`src/rtl/buffer_arbiter.sv`:
```
// buffer_arbiter: round-robin arbiter that loads one requester's word per
// cycle into a single shared output buffer with a valid/ready handshake.
// Each buffered word is tagged with the index of the requester that sent it.
module buffer_arbiter #(
  parameter int NUM_REQ = 4,
  parameter int DATA_W  = 4,
  parameter int SRC_W   = $clog2(NUM_REQ)
) (
  input  logic                      clk,
  input  logic                      reset,
  input  logic [NUM_REQ-1:0]        req_valid,
  input  logic [NUM_REQ*DATA_W-1:0] req_data,
  output logic [NUM_REQ-1:0]        req_ready,
  output logic                      out_valid,
  output logic [DATA_W-1:0]         out_data,
  output logic [SRC_W-1:0]          out_src,
  input  logic                      out_ready
);

  logic                r_full;
  logic [DATA_W-1:0]   r_data;
  logic [SRC_W-1:0]    r_src;
  logic [SRC_W-1:0]    r_ptr;

  logic [DATA_W-1:0]   w_words [NUM_REQ];
  logic                w_load_en;
  logic                w_found;
  logic [SRC_W-1:0]    w_win;
  logic [SRC_W-1:0]    w_idx;
  logic [SRC_W-1:0]    w_ptr_next;
  logic [NUM_REQ-1:0]  w_grant;
  logic                w_load;
  int                  w_sum;

  // Split the flat request bus into per-requester words.
  for (genvar g = 0; g < NUM_REQ; g++) begin : g_words
    assign w_words[g] = req_data[g*DATA_W +: DATA_W];
  end

  // The buffer can accept a word when empty or when it drains this cycle.
  assign w_load_en = !r_full || out_ready;

  // Search requesters starting at the priority pointer, wrapping around.
  always_comb begin
    w_found = 1'b0;
    w_win   = '0;
    w_idx   = '0;
    w_sum   = 0;
    for (int k = 0; k < NUM_REQ; k++) begin
      w_sum = int'(r_ptr) + k;
      if (w_sum >= NUM_REQ) w_sum = w_sum - NUM_REQ;
      w_idx = SRC_W'(w_sum);
      if (!w_found && req_valid[w_idx]) begin
        w_found = 1'b1;
        w_win   = w_idx;
      end
    end
  end

  // One-hot grant to the winner, only inside the load window.
  always_comb begin
    w_grant = '0;
    if (w_load_en && w_found) w_grant[w_win] = 1'b1;
  end

  assign w_load     = w_load_en && w_found;
  assign w_ptr_next = (w_win == SRC_W'(NUM_REQ - 1)) ? '0 : w_win + SRC_W'(1);
  // Reset blanks the grant immediately so no word is taken during reset.
  assign req_ready  = reset ? '0 : w_grant;

  // Buffer, tag and priority pointer; pointer advances only on a load.
  always_ff @(posedge clk or posedge reset) begin
    if (reset) begin
      r_full <= 1'b0;
      r_data <= '0;
      r_src  <= '0;
      r_ptr  <= '0;
    end else if (w_load) begin
      r_full <= 1'b1;
      r_data <= w_words[w_win];
      r_src  <= w_win;
      r_ptr  <= w_ptr_next;
    end else if (r_full && out_ready) begin
      r_full <= 1'b0;
    end
  end

  assign out_valid = r_full;
  assign out_data  = r_data;
  assign out_src   = r_src;

endmodule

```
`config.mk`:
```
export PLATFORM = sky130hd
export DESIGN_NAME = buffer_arbiter
export DESIGN_NICKNAME = d
export VERILOG_FILES = /design/src/rtl/buffer_arbiter.sv
export SDC_FILE = /design/constraint.sdc
export NUM_CORES = 1
export LEC_CHECK = 0
export CELL_PAD_IN_SITES_DETAIL_PLACEMENT = 0
export CELL_PAD_IN_SITES_GLOBAL_PLACEMENT = 2
export CORE_UTILIZATION = 36
export DETAILED_ROUTE_END_ITERATION = 16
export DONT_BUFFER_PORTS = 1
export PLACE_DENSITY_LB_ADDON = 0.05
export SLEW_MARGIN = 30
export SYNTH_ARGS = -nofsm -noshare
export SYNTH_HDL_FRONTEND = slang
export SYNTH_SLANG_ARGS = --single-unit
export TNS_END_PERCENT = 1
```
`constraint.sdc`:
```
create_clock -name clk -period 5.25 [get_ports clk]
set_clock_uncertainty 0.2 [all_clocks]
set_input_delay 1.05 -clock clk [delete_from_list [all_inputs] [get_ports clk]]
set_output_delay 1.05 -clock clk [all_outputs]
set_load 0.02 [all_outputs]
```
Word level (Yosys, flattened, before mapping)
Cells that the tools add are included.
- output and inout bits: 11
- bits of input ports: 23
- logic and storage cells: 67
- flip-flop bits (word level): 9
- magnitude comparators: 11
- multiplexer cells: 30
- eq/ne operators: 1
- add/subtract/negate cells: 8
- reduce and logical (&&, ||, !) cells: 12
- bitwise operators: 1
- operator list (kind ; number):
    two-way mux 2 bit ; 9
    two-way mux 4 bit ; 4
    < comparator 2 x 3 -> 1 bit (second input constant) ; 5
    greater-or-equal comparator 3 bit (second input constant) ; 4
    two-way mux 1 bit ; 11
    binary-select mux 1 bit (select 2 bit) ; 4
    binary-select mux 4 bit (select 2 bit) ; 1
    subtractor 2 x 1 -> 2 bit (second input constant) ; 4
    adder 2 x 2 -> 3 bit (second input constant) ; 2
    logical AND 1 bit ; 6
    zero test 1 bit ; 4
    adder 2 x 1 -> 3 bit (second input constant) ; 1
    greater-or-equal comparator 2 x 3 -> 1 bit (second input constant) ; 1
    NOT 2 -> 3 bit ; 1
    adder 2 x 1 -> 2 bit (second input constant) ; 1
    demux 1 bit (select 2 bit) ; 1
    equality test 2 bit (second input constant) ; 1
    greater-or-equal comparator 2 x 1 -> 1 bit (second input constant) ; 1
    nonzero test 2 bit ; 1
    logical OR 1 bit ; 1

Longest topological paths before layout
Gate-level depths: netlist of run 1.
- depth after elaboration: 20
- gate-level depth with buffers: 6

Worst setup path after synthesis of run 1
OpenSTA, ideal clock, no wires.
- kind: input -> output
- from: in req_valid[2]
- to: out req_ready[0]
- path slack: 1.839 ns
- buffers on the path: 0
- stages: 6
- data arrival time: 2.161 ns
- required time: 4.000 ns
- path through: mux2i_1 > nor2_1 > nor3_4 > inv_1 > ha_1 > and2_1
- longest elaborated chain between the ends: 18
- ends and longest elaborated chain (element ; RTL line ; text):
    from (decl) ; 11 ; input logic [NUM_REQ-1:0] req_valid,
    binary-select mux 1 bit (select 2 bit) ; 53 ; if (!w_found && req_valid[w_idx]) begin
    two-way mux 1 bit (implied by the code) ; 53 ;
    two-way mux 1 bit ; 53 ;
    zero test 1 bit ; 53 ;
    logical AND 1 bit ; 53 ;
    two-way mux 1 bit ; 53 ;
    zero test 1 bit ; 53 ;
    logical AND 1 bit ; 53 ;
    (+3 left out) ; - ;
    two-way mux 2 bit * ; 53 ;
    via w_win[0] ; 28 ; logic [SRC_W-1:0] w_win;
    < comparator 2 x 3 -> 1 bit (implied by the code) or greater-or-equal comparator 2 x 1 -> 1 bit (tied branches) ; 63 ; if (w_load_en && w_found) w_grant[w_win] = 1'b1;
    logical AND 1 bit (implied by the code) ; 63 ;
    two-way mux 1 bit (implied by the code) ; 63 ;
    demux 1 bit (select 2 bit) * ; 63 ;
    two-way mux 4 bit * ; 63 ;
    two-way mux 4 bit * ; 69 ; assign req_ready = reset ? '0 : w_grant;
    to (decl) ; 13 ; output logic [NUM_REQ-1:0] req_ready,
Mark *: on every way through the listed nets, which the timed path passes. The rest lies on a longest branch. The select of a mux whose other input is x is not followed.

Worst setup path after layout of run 1
Same ends and word-level chain as after synthesis.

==> results of run 1 <==
-- flip-flops by register name, summed over array words and instances, names as in the netlist --
name       flops
out_valid      1
out_data       4
r_ptr          2
out_src        2
-- worst register-to-register path: stages (launching register included) --
cell	delay, ps
dfrtp_1	420
mux2i_1	240
nor2_1	140
nor3_4	450
ha_1	320
mux2_2	250
-- final cells by class --
class,count,area share
multi-input combinational,58,0.5890
sequential,9,0.2995
inverter,5,0.02496
tap,25,0.04160
clock buffer,4,0.03494
timing repair buffer,1,0.009983
-- layer usage --
layer / wire length (microns) / vias up / share of wire / GRT usage
met1: 724 / 267 / 0.47 / 0.2302
li1: - / 280 / - / -
met5: 0 / - / 0 / 0
met2: 722 / 20 / 0.47 / 0.2254
met3: 87 / 0 / 0.057 / 0.09127
met4: 0 / 0 / 0 / 0.01765
-- worst paths after layout --
| check | from | to | slack (ps) | cells past startpoint |
|---|---|---|---|---|
| min | r_ptr[0] | r_ptr[0] | 420 | 2 |
| max | req_valid[2] | req_ready[0] | 1670 | 6 |
| max in group asynchronous | reset | out_valid | 4170 | 1 |
| max reg2reg | r_ptr[1] | r_ptr[1] | 3110 | 5 |
| min reg2reg | r_ptr[0] | r_ptr[0] | 420 | 2 |
| min in group asynchronous | reset | out_data[3] | 430 | 1 |
-- kinds of logic (layout without fill, tap and decap cells) --
group / count (synthesis) / after routing / share of synthesized area
multiplexers: 6 / 6 / 0.08861
buffers and inverters: 6 / 10 / 0.03434
AO/OA/AOI/OAI: 21 / 21 / 0.2405
flip-flops: 9 / 9 / 0.3255
AND/OR/NAND/NOR: 27 / 27 / 0.2387
adder cells (fa/ha/maj): 4 / 4 / 0.07234
-- power by group --
part | total, mW | switching [mW] | internal (mW)
sequential | 0.133 | 0.0407 | 0.0924
clock | 0.0526 | 0.0234 | 0.0292
combinational | 0.118 | 0.0652 | 0.0531
total | 0.304 | 0.129 | 0.175
-- metrics by stage --
| step | cell area [sq um] | cells | hold WS [ps] |
|---|---|---|---|
| floorplan | 691.9 | 73 | 354.7 |
| global placement | 725.7 | 98 | 410.4 |
| detailed placement | 725.7 | 98 | 414.6 |
| CTS | 752.0 | 102 | 424.3 |
| global route | 752.0 | 102 | 444.6 |
| finish | 752.0 | 102 | 415.2 |
-- cells in the final DEF, fill, tap and decap left out, drive strengths merged --
| cell type | count |
|---|---|
| o41ai | 1 |
| clkbuf | 4 |
| mux2 | 1 |
| a21oi | 2 |
| nand2b | 3 |
| inv | 5 |
| buf | 1 |
| a22oi | 1 |
| mux2i | 5 |
| o31a | 4 |
| o21ai | 4 |
| a22o | 1 |
| nand2 | 6 |
| ha | 4 |
| o311ai | 4 |
| and2 | 4 |
| a221oi | 1 |
| o21ba | 1 |
| dfrtp | 9 |
| a21o | 2 |
| nor4 | 1 |
| or2 | 3 |
| and4 | 4 |
| nor3 | 2 |
| nor2b | 1 |
| nor2 | 3 |
==> summary.md, run 1 <==
| Metric | Value |
|---|---|
| Part of the cycle the worst path needs | `0.6817` |
| N_diodes | `0` |
| Detail Placement HPWL | `1209 microns` |
| Total Routing Usage GR | `0.1644` |
| Multi-input gate area | `442.9 sq um` |
| Mapped cell area | `691.9 sq um` |
| Final ANT Viol Nets | `0` |
| Primary FF master, synth | `dfrtp_1` |
| Cts repair resizes | `0` |
| Area occupied by registers | `225.2 sq um` |
| Pins over their slew limit | `0` |
| Largest net degree at the start of global routing | `16` |
| Final worst path period need | `3579 ps` |
| Slew margin rel. | `0.6677` |
| Clock Pin Slew Worst Setup and Hold Paths | `50 ps` |
| CP Class | `primary input to output pin` |
| Vias | `567` |
| Final-report hold violation count | `0` |
| Initial antenna violation count | `0` |
| Clock Tree Buf Depth | `2` |
| Syn. warnings | `0` |
| Slew at the pin with the worst max-slew slack | `498.4 ps` |
| Largest cells by area after synthesis | `dfrtp_1, ha_1, mux2i_1` |
| Starting Density | `0.3922` |
| Final Worst Setup Slack | `1671 ps` |
| Post-synthesis average cell area | `9.478 sq um` |
| Worst EP required | `4000 ps` |
| Sequential-to-total area share from yosys stat | `0.3255` |
| Gpl congestion | `0.7528` |
| CP endpoint kind | `output pin` |
| GR Overflow Total | `0` |
| Clk_lat worst skew | `260 ps` |
| # H-tree levels | `1` |
| DRT iter0 DRCs | `5` |
| Most common cell in the netlist | `dfrtp_1` |
| Asr flop ratio synth | `1.000` |
| First drt pass iteration count | `4` |
| Crit-path max cell delay | `450 ps` |
| Hold Crit Class | `register to register` |
| Routed length per instance | `15.05 microns` |
| #FFs+latches synth | `9` |
| Synth area leader | `dfrtp_1` |
| # rows | `15` |
| F_max | `279.4 MHz` |
| Crit Path Max Fanout | `9` |
| I/O pin count | `34` |
| Post-CTS setup buffer count | `0` |
| CTS tree | `done` |
| Mapped Cells | `73` |
| Clk sinks | `9` |
| Die Span X | `45.84 microns` |
| NumNets Final | `105` |
| Syn nets | `100` |
| Area delta synth->final | `8.680%` |
| Worst Path Buf+Inv | `1` |
| Synth unique cells | `28` |
| Die area | `2101 sq um` |
| Filler Cells Inserted | `200` |
| Finished Core Util | `0.4262` |
| Unrepaired setup endpoints after global routing | `no` |
| Leak | `0.3307 nW` |
| Hold bufs inserted after CTS | `0` |
| Worst vdd ir | `201.6 uV` |
| DRC | `0` |
| Core Area | `1764 sq um` |
| Post-synth EDFFs | `0` |
| CP arrival | `2330 ps` |
| IO buf count | `0` |
| Synth top cells by count | `dfrtp_1, nand2_1, mux2i_1` |
| Status | `complete, no violations` |
| CTS root buffer | `clkbuf_4` |
| Final Power | `304.1 uW` |
| Share of the synthesized area in the top cell type | `0.3255` |
| Place WS | `1639 ps` |
| Chip Height | `45.84 microns` |
| Setup TNS Final | `0 ps` |
| Vias in the first global route | `521` |
| WL final | `1535 microns` |
| Crit path launch type | `primary input` |
| CTS Buf Count | `3` |
| Share of cells above drive strength 1 | `0.1558` |
| Power density over the cells | `404.5 nW/um^2` |
| CP delay by family, top | `simple AND/OR/NAND/NOR gates` |
| Slowest stage cell on the critical path | `nor3_4` |
| Setup violators final | `0` |
| Vias/cell | `5.559` |
| First-pass GRT wire length | `2373 microns` |
| Critical-path cell list | `mux2i_1 -> nor2_1 -> nor3_4 -> inv_1 -> ha_1 -> and2_1` |
| Number of max-cap violations | `0` |
No activity file was read; power rests on OpenSTA's default activity.
==> inputs of run 2 (changes only) <==
- CORE_UTILIZATION: 36 -> 30
- clock period: 5.25 -> 3.1 ns (I/O delays scaled with it)
==> run 2 against run 1 <==
Count of clock-buffer cells in the layout down 1. Utilization down 7.7 points. Global-route usage down 1.9 points. Sequential cell count unchanged. Register-to-register slack worse by 2100 ps. First-iteration DRC count rose to 2.6 times the previous value. Critical path depth unchanged. Total power up 73%. Hold slack worse by 410 ps. Via count up 1.2%. Largest cell class unchanged. Largest power group unchanged.
==> summary.md, run 2 (synthesized netlist as in run 1, its figures left out) <==
| Metric | Value |
|---|---|
| Total Routing Usage GR | `0.1453 (was 0.1644)` |
| Hold bufs inserted after CTS | `0 (unchanged)` |
| Reg2reg path depth | `6 (was 5)` |
| Die area | `2503 sq um (was 2101 sq um)` |
| Clock power share | `0.172 (was 0.173)` |
| CTS tree | `done (unchanged)` |
| Slew at the pin with the worst max-slew slack | `540.6 ps (was 498.4 ps)` |
| Crit Path Max Fanout | `7 (was 9)` |
| Die Span X | `50.03 microns (was 45.84 microns)` |
| Unrepaired setup endpoints after global routing | `no (unchanged)` |
| Gpl congestion | `0.6741 (was 0.7528)` |
| Status | `complete, no violations (unchanged)` |
| NumNets Final | `106 (was 105)` |
| Placed cell count | `102 (was 98)` |
| Final-report hold violation count | `0 (unchanged)` |
| Most common cell after layout, fill and taps aside | `dfrtp_1 (unchanged)` |
| CP arrival | `1960 ps (was 2330 ps)` |
| Vias | `574 (was 567)` |
| Hold Crit Class | `primary input to asynchronous set/reset pin (was register to register)` |
| Final worst path period need | `2775 ps` |
| Clock Pin Slew Worst Setup and Hold Paths | `70 ps (was 50 ps)` |
| First drt pass iteration count | `4 (unchanged)` |
| Metal3 WL | `108 microns (was 87 microns)` |
| Clk sinks | `9 (unchanged)` |
| Setup TNS Final | `0 ps (unchanged)` |
| Area delta synth->final | `10.49% (was 8.680%)` |
| Crit path launch type | `register (was primary input)` |
| Part of the cycle the worst path needs | `0.8952` |
| WL final | `1694 microns (was 1535 microns)` |
| WL met1 | `828 microns (was 724 microns)` |
| Final ANT Viol Nets | `0 (unchanged)` |
| Psw | `228.3 uW (was 129.3 uW)` |
| Largest net degree at the start of global routing | `15 (was 16)` |
| Share of cells above drive strength 1 | `0.1795 (was 0.1558)` |
| Clk_lat worst skew | `260 ps (about the same)` |
| DRT iter0 DRCs | `13 (was 5)` |
| I/O pin count | `34 (unchanged)` |
| WL met2 | `735 microns (was 722 microns)` |
| Vias in the first global route | `574 (was 521)` |
| Slew margin rel. | `0.6396 (was 0.6677)` |
| Worst EP required | `2280 ps (was 4000 ps)` |
| Seq pwr share | `0.428 (was 0.438)` |
| First-pass GRT wire length | `2615 microns (was 2373 microns)` |
| Setup violators final | `0 (unchanged)` |
| IO buf count | `0 (unchanged)` |
| CTS root buffer | `clkbuf_4 (unchanged)` |
| Detail Placement HPWL | `1375 microns (was 1209 microns)` |
| GR Overflow Total | `0 (unchanged)` |
| F_max | `360.3 MHz` |
| Initial antenna violation count | `0 (unchanged)` |
| # rows | `17 (was 15)` |
| DRC | `0 (unchanged)` |
| Top Layer Used | `met4 (was met3)` |
| Routed length per instance | `15.98 microns (was 15.05 microns)` |
| Vias/cell | `5.415 (was 5.559)` |
| Most frequent cells in the layout | `dfrtp_1, nand2_1, mux2i_1 (unchanged)` |
| Cts repair resizes | `0 (unchanged)` |
| Starting Density | `0.3158 (was 0.3922)` |
| Chip Height | `50.03 microns (was 45.84 microns)` |
| Number of max-cap violations | `0 (unchanged)` |
| Largest register FFs | `4 (unchanged)` |
| CP Class | `register to output pin (was primary input to output pin)` |
| Pins over their slew limit | `0 (unchanged)` |
| CP endpoint kind | `output pin (unchanged)` |
| CTS Buf Count | `3 (unchanged)` |
| # H-tree levels | `1 (unchanged)` |
| Finished Core Util | `0.3489 (was 0.4262)` |
| Leak | `0.3383 nW (was 0.3307 nW)` |
| N_diodes | `0 (unchanged)` |
| Switching Share | `0.4328 (was 0.4252)` |
| Placed instance area | `737.0 sq um (was 725.7 sq um)` |
| Final instance area | `764.5 sq um (was 752.0 sq um)` |
| Clock Tree Buf Depth | `2 (unchanged)` |
| Post-CTS setup buffer count | `0 (unchanged)` |
| Comb power frac | `0.401 (was 0.389)` |
| Layout Cells excl Fill | `106 (was 102)` |
| Internal Power | `299.2 uW (was 174.8 uW)` |
| Core Area | `2191 sq um (was 1764 sq um)` |
| Power density over the cells | `690.1 nW/um^2 (was 404.5 nW/um^2)` |
| Worst vdd ir | `258.3 uV (was 201.6 uV)` |
==> run 2: path summary, 6_finish.rpt <==
| path | startpoint | to | slack, ps |
|---|---|---|---|
| worst min register to register | out_data[1] | out_data[1] | 420 |
| worst min-delay path | reset | out_data[0] | 6 |
| min in group clk | req_valid[2] | out_valid | 270 |
| worst max register to register | r_ptr[1] | r_ptr[1] | 990 |
| worst max-delay path | r_ptr[1] | req_ready[2] | 320 |
| max in group asynchronous | reset | out_data[1] | 2430 |
==> run 2: area by class of cell <==
type                    instances  area [sq um]
fillers                       239          1426
multi-input cells              58         442.9
flip-flops and latches          9         225.2
well taps                      28         35.03
clock buffers                   3         22.52
inverters                       5         18.77
repair buffers                  2         15.01
clock inverters                 1         5.005
==> run 2: worst max-delay path, stage by stage (launching register included) <==
cell,delay (ps)
dfrtp_1,430
mux2i_1,240
nor2_1,150
nor3_4,360
inv_1,110
ha_1,210
and2_1,200
==> run 2: power by group through the flow <==
stage | logic (mW) | registers (mW) | clock network (mW)
after CTS | 0.215 | 0.226 | 0.0952
after floorplan | 0.168 | 0.218 | 0
final | 0.211 | 0.226 | 0.0906
after detailed placement | 0.214 | 0.228 | 0
after global placement | 0.213 | 0.228 | 0
after global routing | 0.241 | 0.233 | 0.102
==> run 2: per-layer routing <==
layer,vias to the layer above,GRT usage
li1,286,-
met1,261,0.1922
met2,25,0.2178
met3,2,0.01543
met4,0,0.1000
met5,-,0
==> run 2: per-stage QoR <==
stage	hold slack (ps)	setup WS, ps	power (mW)
global route	9.251	156.4	0.5759
finish	5.523	324.7	0.5276
floorplan	247.9	549.1	0.3862
global placement	302.8	408.5	0.4409
CTS	8.886	300.3	0.5369
detailed placement	304.3	405.4	0.4426
==> inputs of run 3 (changes only) <==
- CORE_UTILIZATION: 30 -> 36
- clock period: 3.1 -> 3.45 ns (I/O delays scaled with it)
==> run 3 against run 2 <==
Sequential cell count unchanged. Hold slack improved by 68 ps. Final area down 0.65%. Worst setup slack better by 330 ps. Largest cell class unchanged.
==> summary.md, run 3 (synthesized netlist as in run 1, its figures left out) <==
| Metric | Value |
|---|---|
| NumNets Final | `106 (unchanged)` |
| Power density over the cells | `624.2 nW/um^2 (was 690.1 nW/um^2)` |
| Core Area | `1764 sq um (was 2191 sq um)` |
| Leak | `0.3355 nW (was 0.3383 nW)` |
| Final worst path period need | `2793 ps` |
| First drt pass iteration count | `3 (was 4)` |
| First-pass GRT wire length | `2463 microns (was 2615 microns)` |
| Final ANT Viol Nets | `0 (unchanged)` |
| Crit Path Max Fanout | `5 (was 7)` |
| Finished Core Util | `0.4305 (was 0.3489)` |
| Worst vdd ir | `319.2 uV (was 258.3 uV)` |
| Largest net degree at the start of global routing | `15 (unchanged)` |
| WL final | `1565 microns (was 1694 microns)` |
| Share of cells above drive strength 1 | `0.1667 (was 0.1795)` |
| Final Power | `474.1 uW (was 527.6 uW)` |
| IO buf count | `0 (unchanged)` |
| Slew margin rel. | `0.6375 (was 0.6396)` |
| Largest register FFs | `4 (unchanged)` |
| GR Overflow Total | `0 (unchanged)` |
| Starting Density | `0.3922 (was 0.3158)` |
| Clock Pin Slew Worst Setup and Hold Paths | `60 ps (was 70 ps)` |
| CP Class | `register to output pin (unchanged)` |
| Hold Crit Class | `primary input to asynchronous set/reset pin (unchanged)` |
| F_max | `358.0 MHz` |
| I/O pin count | `34 (unchanged)` |
| Vias in the first global route | `542 (was 574)` |
| Detail Placement HPWL | `1267 microns (was 1375 microns)` |
| Unrepaired setup endpoints after global routing | `no (unchanged)` |
| Clock Tree Buf Depth | `2 (unchanged)` |
| Total Routing Usage GR | `0.1721 (was 0.1453)` |
| Routed length per instance | `15.19 microns (was 15.98 microns)` |
| Worst EP required | `2560 ps (was 2280 ps)` |
| CP endpoint kind | `output pin (unchanged)` |
| Vias/cell | `5.573 (was 5.415)` |
| Chip Height | `45.84 microns (was 50.03 microns)` |
| Area delta synth->final | `9.765% (was 10.49%)` |
| # H-tree levels | `1 (unchanged)` |
| Hold bufs inserted after CTS | `0 (unchanged)` |
| CTS tree | `done (unchanged)` |
| Most common cell after layout, fill and taps aside | `dfrtp_1 (unchanged)` |
| N_diodes | `0 (unchanged)` |
| Setup TNS Final | `0 ps (unchanged)` |
| Part of the cycle the worst path needs | `0.8097` |
| Setup violators final | `0 (unchanged)` |
| Die Span X | `45.84 microns (was 50.03 microns)` |
| Fin Hold WS | `73.88 ps (was 5.523 ps)` |
| Post-CTS setup buffer count | `0 (unchanged)` |
| CTS root buffer | `clkbuf_4 (unchanged)` |
| Pins over their slew limit | `0 (unchanged)` |
| Number of max-cap violations | `0 (unchanged)` |
| Vias | `574 (unchanged)` |
| # rows | `15 (was 17)` |
| Most frequent cells in the layout | `dfrtp_1, nand2_1, mux2i_1 (unchanged)` |
| Final-report hold violation count | `0 (unchanged)` |
| Initial antenna violation count | `0 (unchanged)` |
| CTS Buf Count | `3 (unchanged)` |
| Status | `complete, no violations (unchanged)` |
| DRC | `0 (unchanged)` |
| Slew at the pin with the worst max-slew slack | `543.8 ps (was 540.6 ps)` |
| CP arrival | `1900 ps (was 1960 ps)` |
| Clk sinks | `9 (unchanged)` |
| Die area | `2101 sq um (was 2503 sq um)` |
| R2r setup slk | `1370 ps (was 990 ps)` |
| Clk_lat worst skew | `260 ps (about the same)` |
| Cts repair resizes | `0 (unchanged)` |
| Crit path launch type | `register (unchanged)` |
| DRT iter0 DRCs | `7 (was 13)` |
| Gpl congestion | `0.7379 (was 0.6741)` |
[run 3: metrics by stage]
stage	cell area [sq um]	worst slack [ps]	instances
final	759.5	656.6	103
after CTS	759.5	669.6	103
after global routing	759.5	498.3	103
after global placement	733.2	696.5	99
after floorplan	691.9	759.1	73
after detailed placement	733.2	690.7	99
[run 3: layer usage]
metal  global-route usage  vias to the layer above  part of all wire
li1                     -                      283                 -
met5                    0                        -                 0
met3              0.08730                        0             0.068
met2               0.2563                       19              0.47
met4              0.03529                        0                 0
met1               0.2222                      272              0.46
[run 3: worst max-delay path, stage by stage (launching register included)]
cell,delay [ps]
dfrtp_1,430
nand2b_1,180
a21oi_1,470
nor3_4,90
inv_1,100
ha_1,140
and2_1,230
[run 3: power by group]
group | leakage, nW | switching, mW | total [mW] | internal (mW)
logic | 0.215 | 0.103 | 0.190 | 0.0865
clock network | 0.0150 | 0.0369 | 0.0815 | 0.0446
registers | 0.106 | 0.0623 | 0.203 | 0.141
[run 3: worst paths after layout]
kind / cells past startpoint / endpoint / startpoint
min in group clk: 2 / out_valid / req_valid[2]
worst max register to register: 6 / r_ptr[1] / r_ptr[1]
max in group asynchronous: 1 / r_ptr[1] / reset
worst max-delay path: 6 / req_ready[0] / r_ptr[1]
worst min register to register: 2 / r_ptr[0] / r_ptr[0]
worst min-delay path: 1 / out_data[2] / reset
[run 3: layout make-up]
type / instances / area, sq um
fill: 205 / 1005
multi-input combinational: 58 / 442.9
sequential: 9 / 225.2
tap: 25 / 31.28
clock buffer: 4 / 26.28
inverter: 5 / 18.77
timing repair buffer: 2 / 15.01
